<file path="src/rtl/sgd_tag_dispatch.sv">
// sgd_tag_dispatch: steer AXI read beats by RID to the SGD a path (whole beat) or b path (unpacked into B_WIDTH slices)
// Ports: clk, rst_n (sync active-low); started (sticky start pulse);
//   m_axi_R* read-response slave (RVALID/RDATA/RLAST/RID/RRESP in, RREADY out);
//   dispatch_axb_a_* a FIFO write (data, wr_en out; almost_full in);
//   dispatch_axb_b_* b FIFO write (data, wr_en out; almost_full in);
//   state_counters_dispatch wrapping a-stall cycle count; dispatch_drop_cnt saturating dropped-beat count.
// Option: define SGD_DISPATCH_RRESP_CHECK_EN to drop any accepted beat whose RRESP is not OKAY.
module sgd_tag_dispatch #(
  parameter int DATA_WIDTH = 512,
  parameter int ID_WIDTH   = 5,
  parameter int B_WIDTH    = 256,
  parameter int A_TAG      = 0,
  parameter int B_TAG      = 1
) (
  input  logic                  clk,
  input  logic                  rst_n,
  input  logic                  started,
  input  logic                  m_axi_RVALID,
  input  logic [DATA_WIDTH-1:0] m_axi_RDATA,
  input  logic                  m_axi_RLAST,
  input  logic [ID_WIDTH-1:0]   m_axi_RID,
  input  logic [1:0]            m_axi_RRESP,
  output logic                  m_axi_RREADY,
  output logic [DATA_WIDTH-1:0] dispatch_axb_a_data,
  output logic                  dispatch_axb_a_wr_en,
  input  logic                  dispatch_axb_a_almost_full,
  output logic [B_WIDTH-1:0]    dispatch_axb_b_data,
  output logic                  dispatch_axb_b_wr_en,
  input  logic                  dispatch_axb_b_almost_full,
  output logic [31:0]           state_counters_dispatch,
  output logic [15:0]           dispatch_drop_cnt
);
  localparam int R  = DATA_WIDTH / B_WIDTH;
  localparam int IW = R > 1 ? $clog2(R) : 1;
  typedef enum logic {B_IDLE, B_EMIT} b_state_t;
  b_state_t b_state, b_state_nxt;
  logic started_r, a_af_r, hs, bad_resp, is_a, is_b, drop, emit, last;
  logic [IW-1:0] idx;
  logic [DATA_WIDTH-1:0] b_buf;
  logic unused_ok;
  assign unused_ok = ^{m_axi_RLAST, m_axi_RRESP};
`ifdef SGD_DISPATCH_RRESP_CHECK_EN
  assign bad_resp = m_axi_RRESP != 2'b00;
`else
  assign bad_resp = 1'b0;
`endif
  assign hs   = m_axi_RVALID & m_axi_RREADY;
  assign is_a = hs & ~bad_resp & (m_axi_RID == ID_WIDTH'(A_TAG));
  assign is_b = hs & ~bad_resp & (m_axi_RID == ID_WIDTH'(B_TAG));
  assign drop = hs & ~is_a & ~is_b;
  assign emit = (b_state == B_EMIT) & ~dispatch_axb_b_almost_full;
  assign last = idx == IW'(R - 1);
  always_ff @(posedge clk)
    if (!rst_n) b_state <= B_IDLE;
    else b_state <= b_state_nxt;
  always_comb
    b_state_nxt = b_state == B_IDLE ? (is_b ? B_EMIT : B_IDLE) : (emit & last ? B_IDLE : B_EMIT);
  // RREADY comes only from flops so it never depends combinationally on RVALID
  always_comb
    m_axi_RREADY = started_r & ~a_af_r & (b_state == B_IDLE);
  always_ff @(posedge clk)
    if (is_b) b_buf <= m_axi_RDATA;
  always_ff @(posedge clk)
    if (!rst_n) begin
      started_r               <= 1'b0;
      a_af_r                  <= 1'b0;
      idx                     <= '0;
      dispatch_axb_a_data     <= '0;
      dispatch_axb_a_wr_en    <= 1'b0;
      dispatch_axb_b_data     <= '0;
      dispatch_axb_b_wr_en    <= 1'b0;
      state_counters_dispatch <= '0;
      dispatch_drop_cnt       <= '0;
    end else begin
      started_r               <= started_r | started;
      a_af_r                  <= dispatch_axb_a_almost_full;
      dispatch_axb_a_wr_en    <= is_a;
      dispatch_axb_b_wr_en    <= emit;
      state_counters_dispatch <= state_counters_dispatch + {31'b0, a_af_r};
      if (is_a) dispatch_axb_a_data <= m_axi_RDATA;
      if (emit) begin
        dispatch_axb_b_data <= b_buf[idx*B_WIDTH +: B_WIDTH];
        idx                 <= idx + 1'b1;
      end
      if (is_b) idx <= '0;
      if (drop & ~&dispatch_drop_cnt) dispatch_drop_cnt <= dispatch_drop_cnt + 1'b1;
    end
endmodule
</file>
<file path="config.mk">
export PLATFORM = sky130hd
export DESIGN_NAME = sgd_tag_dispatch
export DESIGN_NICKNAME = d
export VERILOG_FILES = /design/src/rtl/sgd_tag_dispatch.sv
export SDC_FILE = /design/constraint.sdc
export NUM_CORES = 2
export LEC_CHECK = 0
export ABC_CLOCK_PERIOD_IN_PS = 13450
export BUFFER_PORTS_ARGS = -buffer_cell sky130_fd_sc_hd__buf_2
export CAP_MARGIN = 40
export CORE_AREA = 2 2 527 529
export CTS_CLUSTER_SIZE = 8
export DETAILED_ROUTE_END_ITERATION = 16
export DIE_AREA = 0 0 529 531
export GPL_TIMING_DRIVEN = 0
export PLACE_DENSITY = 0.37
export SLEW_MARGIN = 20
export SYNTH_ARGS = -nofsm -noshare
export SYNTH_HDL_FRONTEND = slang
export SYNTH_SLANG_ARGS = --single-unit
</file>
<file path="constraint.sdc">
create_clock -name clk -period 13.45 [get_ports clk]
set_clock_uncertainty 0.1 [all_clocks]
set_input_delay 0.6725 -clock clk [delete_from_list [all_inputs] [get_ports clk]]
set_output_delay 0.6725 -clock clk [all_outputs]
set_load 0.01 [all_outputs]
</file>
# Word level (Yosys, flattened, before mapping)
# Cells that the tools add are included.
# W data, S select, Z words.
totals:
  ff_bits: 1334
  inputBits: 526
  out_inout_bits: 819
  word_cells: 40
classes:
  n_addsub: 3
  n_eq_ne: 1
  n_shift: 1
  n_mux: 3
  bitwise_logic: 17
  n_reduce_logical: 4
op_table:
  columns: ["operator", "count"]
  rows:
  - ["$shiftx A512 B10 Y256", 1]
  - ["$add A32 B1 Y32", 1]
  - ["$add A16 B1 Y16 const B", 1]
  - ["$reduce_and A16 Y1", 1]
  - ["$and A1 B1 Y1", 10]
  - ["$not A1 Y1", 6]
  - ["$eq A5 B1 Y1 const B", 1]
  - ["$logic_not A5 Y1", 1]
  - ["$mux W1", 3]
  - ["$reduce_or A2 Y1", 1]
  - ["$add A1 B1 Y1 const B", 1]
  - ["$logic_not A1 Y1", 1]
  - ["$or A1 B1 Y1", 1]

# Longest topological paths before layout
depth:
  depth_word: 9
  mapped_depth: 7

# Least setup slack after synthesis
# OpenSTA, ideal clock, no wires.
synth_timing:
  kind: "input port to flip-flop"
  startpoint: "input m_axi_RID[1]"
  endpoint: "register b_buf[0] (enable)"
  setup_ps: 856
  arrival_time_ps: 11161
  required_ps: 12494
  setup_slack_ps: 1333
  stages: 3
  path_buffers: 0
  path_cell_list: "nor4_1 -> nand4_1 -> inv_1"
synth_via:
  elab_chain_len: 2
synth_lines:
  columns: ["item", "line", "text"]
  rows:
  - ["start, declared", "21", "input logic [ID_WIDTH-1:0] m_axi_RID,"]
  - ["$eq A5 B1 Y1", "49", "assign is_b = hs & ~bad_resp & (m_axi_RID == ID_WIDTH'(B_TAG));"]
  - ["$and A1 B1 Y1", "49", null]
  - ["net is_b", "37", "logic started_r, a_af_r, hs, bad_resp, is_a, is_b, drop, emit, last;"]
  - ["end signal, assigned", "62", "if (is_b) b_buf <= m_axi_RDATA;"]
  - ["end, declared", "39", "logic [DATA_WIDTH-1:0] b_buf;"]
# The timed path passes the listed nets, and every way through them passes these cells.
# A chain may end at the register's enable or synchronous reset.

# Final worst setup path
layout_timing:
  startpoint: "register started_r"
  endpoint: "register b_buf[336] (enable)"
layout_via:
  elab_chain_len: 4
layout_lines:
  columns: ["item", "line", "text"]
  rows:
  - ["start, declared", "37", null]
  - ["start signal, assigned", "75", "started_r <= started_r | started;"]
  - ["$and A1 B1 Y1 (2 in a row)", "60", "m_axi_RREADY = started_r & ~a_af_r & (b_state == B_IDLE);"]
  - ["$and A1 B1 Y1", "47", "assign hs = m_axi_RVALID & m_axi_RREADY;"]
  - ["$and A1 B1 Y1", "49", null]
  - ["net is_b", "37", null]
# The timed path passes the listed nets, and every way through them passes these cells.

==> impl_metrics.tcl <==
set metrics [dict create \
    rsz0062_at_grt "no" \
    cts_tree "built" \
    dpl.hpwl_um 213000 \
    clk_pin_slew_ps 50 \
    power.switching_mw 2.14 \
    route.detailed.drc 0 \
    synth-seq-cells 1334 \
    io_pins 1345 \
    synthArstFlopShare 0 \
    overflow 0 \
    seqPwrFrac 0.455 \
    hold_path_class "in -> reg" \
    ys.flop_type "dfxtp_1" \
    die-area_um2 281000 \
    critPathBufInv 4 \
    status "complete, no violations" \
    fillers 29772 \
    place_congestion 0.902 \
    ys_seq_area_frac 0.686 \
    r2r_start "started_r$_SDFF_PN0_" \
    setup_violations 0 \
    ys.warnings.count 0 \
    post-route-util 0.251 \
    grtUsageMet1 0.235 \
    multi_input_area_um2 13300 \
    cp-end-kind "flip-flop" \
    grt_pass1_vias 40000 \
    grt_use_met2 0.282 \
    cts_max_path_buffers 4 \
    regArea_um2 31800 \
    path_depth 6 \
    io_buffers 1341 \
    wire_per_inst_um 26.2 \
    ctsResizeCount 0 \
    cp_max_fo 91 \
    worst_pin_slew_ps 851 \
    grt_pass1_wl_um 350000 \
    p_leak_nw 25.7 \
    cts_made_buffers 192 \
    drive_gt1_frac 0.271 \
    row_count 193 \
    p_comb_frac 0.045 \
    period_share 0.240 \
    reg2reg_slack_ps 10220 \
    syn_nets 4698 \
    power-per-cell-area_nw_per_um2 134 \
    p_sw_frac 0.231 \
    syn_inst 4168 \
    clk_root_buffer_cell "clkbuf_16" \
    antenna_found_initial 125 \
    track_usage 0.180 \
    period_minus_slack_ps 3230 \
    critPathMaxStageDelay_ps 400 \
    routed_via_density 4.05 \
    vias 40832 \
    hold_viol 0 \
    clkSinkCount 1334 \
    worstPathRequired_ps 13800 \
    path_cells "nor3b_1 -> nand4_1 -> inv_8 -> buf_16 -> buf_16 -> buf_16" \
    post-cts-setup-buffer-count 0 \
    slew-limit-headroom 0.433 \
    ant_nets 0 \
    r2r_end "b_buf[336]$_DFFE_PP_" \
    cpMostUsedCell "buf_16" \
    syn_avg_cell_area_um2 11.1 \
    grt_max_degree 97 \
    start_util 0.169 \
    p_int_mw 7.11 \
    grt_busiest_layer "met2" \
    startpoint "started_r$_SDFF_PN0_" \
    area.growth.synth_to_final_pct 49.1 \
    crit_path_end "b_buf[336]$_DFFE_PP_" \
    die_w_um 529 \
    synth_area_um2 46400 \
    clock_latency_ps 840 \
    crit_path_start_kind "flip-flop" \
    met3_usage 0.0510 \
    core_area_um2 275000 \
    htreeDepth 4 \
    wirelength_um 264000 \
    first_iter_violations 2449 \
    die_h_um 531 \
    cpMaxStageDelayCell "dfxtp_1" \
    crit_family "buffers and inverters" \
    synth_edf_count 512 \
    cap_violations 0 \
    drv_slew 0 \
    path_class "reg -> reg" \
    reg2reg_depth 6 \
    worstPathArrival_ps 3580 \
    ir_drop_mv 0.105 \
    fmax_mhz 310 \
    finalNetCount 6781 \
    synth_cell_types 43 \
    holdWs_ps 91.7 \
    dr.pass1.iters 5 \
    clkPwrFrac 0.500 \
]
[placed cells by master, fill, tap and decap left out, types with 66 or more instances in the layout]
cell           count
buf_2           1459
clkbuf_16        193
mux2i_1          259
a21oi_1          541
clkbuf_1         289
a211oi_1         256
nor2_1           271
nand2_1         1049
diode_2           66
dlygate4sd3_1    503
edfxtp_1         512
dfxtp_1          822
[flip-flops by register name, indices dropped and copies added, names as in the netlist]
signal	cells
a_af_r	1
b_buf	512
b_state	1
dispatch_axb_a_data	512
dispatch_axb_a_wr_en	1
dispatch_axb_b_data	256
dispatch_axb_b_wr_en	1
dispatch_drop_cnt	16
idx	1
started_r	1
state_counters_dispatch	32
[final cells by class]
type                       count  share of cell area
clock buffer                 335              0.0780
buffer                       297              0.0185
clock inverter                14             0.00342
inverter                       6            0.000434
multi-input combinational   2531               0.192
sequential                  1334               0.460
antenna                       66             0.00239
timing repair buffer        1889               0.180
tap                         3607              0.0652
[Yosys cell counts, types with 2 or more instances]
| master | instances | share of area |
|---|---|---|
| and2_1 | 6 | 0.00081 |
| a211oi_1 | 256 | 0.041 |
| buf_1 | 17 | 0.0014 |
| xor2_1 | 3 | 0.00057 |
| or4_4 | 2 | 0.00049 |
| o21a_1 | 2 | 0.00032 |
| nand2_1 | 1049 | 0.085 |
| xnor2_1 | 9 | 0.0017 |
| o41ai_1 | 2 | 0.00038 |
| and3_1 | 3 | 0.00040 |
| or2_2 | 3 | 0.00040 |
| or3_1 | 9 | 0.0012 |
| nand4_1 | 11 | 0.0015 |
| nor3_1 | 5 | 0.00054 |
| ha_1 | 4 | 0.0011 |
| and4_1 | 6 | 0.0011 |
| nor4_1 | 10 | 0.0013 |
| mux2i_1 | 259 | 0.056 |
| o31a_1 | 2 | 0.00038 |
| a21oi_1 | 541 | 0.058 |
| nand2b_1 | 2 | 0.00027 |
| clkbuf_1 | 164 | 0.013 |
| buf_2 | 116 | 0.013 |
| dfxtp_1 | 822 | 0.35 |
| nor2_1 | 271 | 0.022 |
| or4_1 | 21 | 0.0034 |
| inv_1 | 5 | 0.00040 |
| edfxtp_1 | 512 | 0.33 |
| o21ai_0 | 7 | 0.00075 |
| nand3_1 | 18 | 0.0019 |
| o31ai_1 | 19 | 0.0031 |
[worst min path at each step]
stage / from / end / slack, ps / cells after the start
after floorplan: b_state$_SDFF_PN0_ / b_state$_SDFF_PN0_ / 360 / 2
after detailed placement: dispatch_axb_a_data[164]$_SDFFE_PN0P_ / dispatch_axb_a_data[164]$_SDFFE_PN0P_ / 340 / 2
after CTS: m_axi_RDATA[9] / dispatch_axb_a_data[9]$_SDFFE_PN0P_ / 4 / 3
after global placement: dispatch_axb_a_data[416]$_SDFFE_PN0P_ / dispatch_axb_a_data[416]$_SDFFE_PN0P_ / 340 / 2
final: m_axi_RDATA[9] / dispatch_axb_a_data[9]$_SDFFE_PN0P_ / 90 / 3
after global routing: m_axi_RDATA[9] / b_buf[9]$_DFFE_PP_ / 30 / 1
[through the flow]
stage / setup slack, ps / total power, mW / area (um2) / setup TNS (ps) / cells
finish: 10220 / 9.25 / 69200 / 0 / 10079
detailed placement: 9200 / 4.56 / 58300 / 0 / 9153
global placement: -6140 / 4.56 / 57600 / -3070640 / 9116
CTS: 10130 / 9.40 / 69000 / 0 / 10005
floorplan: 1330 / 4.35 / 46400 / 0 / 4168
global route: 10000 / 9.57 / 69100 / 0 / 10037
[cell families after synthesis]
family                   synth area share
AO/OA/AOI/OAI                       0.105
XOR/XNOR                          0.00226
adder cells (fa/ha/maj)           0.00108
buffers and inverters              0.0276
flip-flops                          0.686
multiplexers                       0.0559
AND/OR/NAND/NOR                     0.122
[what timing repair did]
action / in CTS / in global routing
endpoints found under the setup margin: 0 / 0
hold buffers: 503 / 0
hold endpoints to repair: 978 / 0
[metal layers]
metal / wire [um] / share of wire
met3: 20900 / 0.079
met4: 10300 / 0.039
met2: 117000 / 0.44
met1: 115000 / 0.44
met5: 276 / 0.0010
[power groups by stage]
stage               combinational [mW]  clock, mW  sequential [mW]
global placement                 0.261          0             4.30
detailed placement               0.270          0             4.29
floorplan                       0.0531          0             4.30
finish                           0.412       4.62             4.21
global route                     0.435       4.93             4.21
CTS                              0.416       4.77             4.21
[worst reg2reg max path, stage by stage (launching register included)]
cell	delay (ps)
dfxtp_1	400
nor3b_1	350
nand4_1	300
inv_8	360
buf_16	350
buf_16	360
buf_16	450
Note: power is estimated with default switching activity, not from simulation.
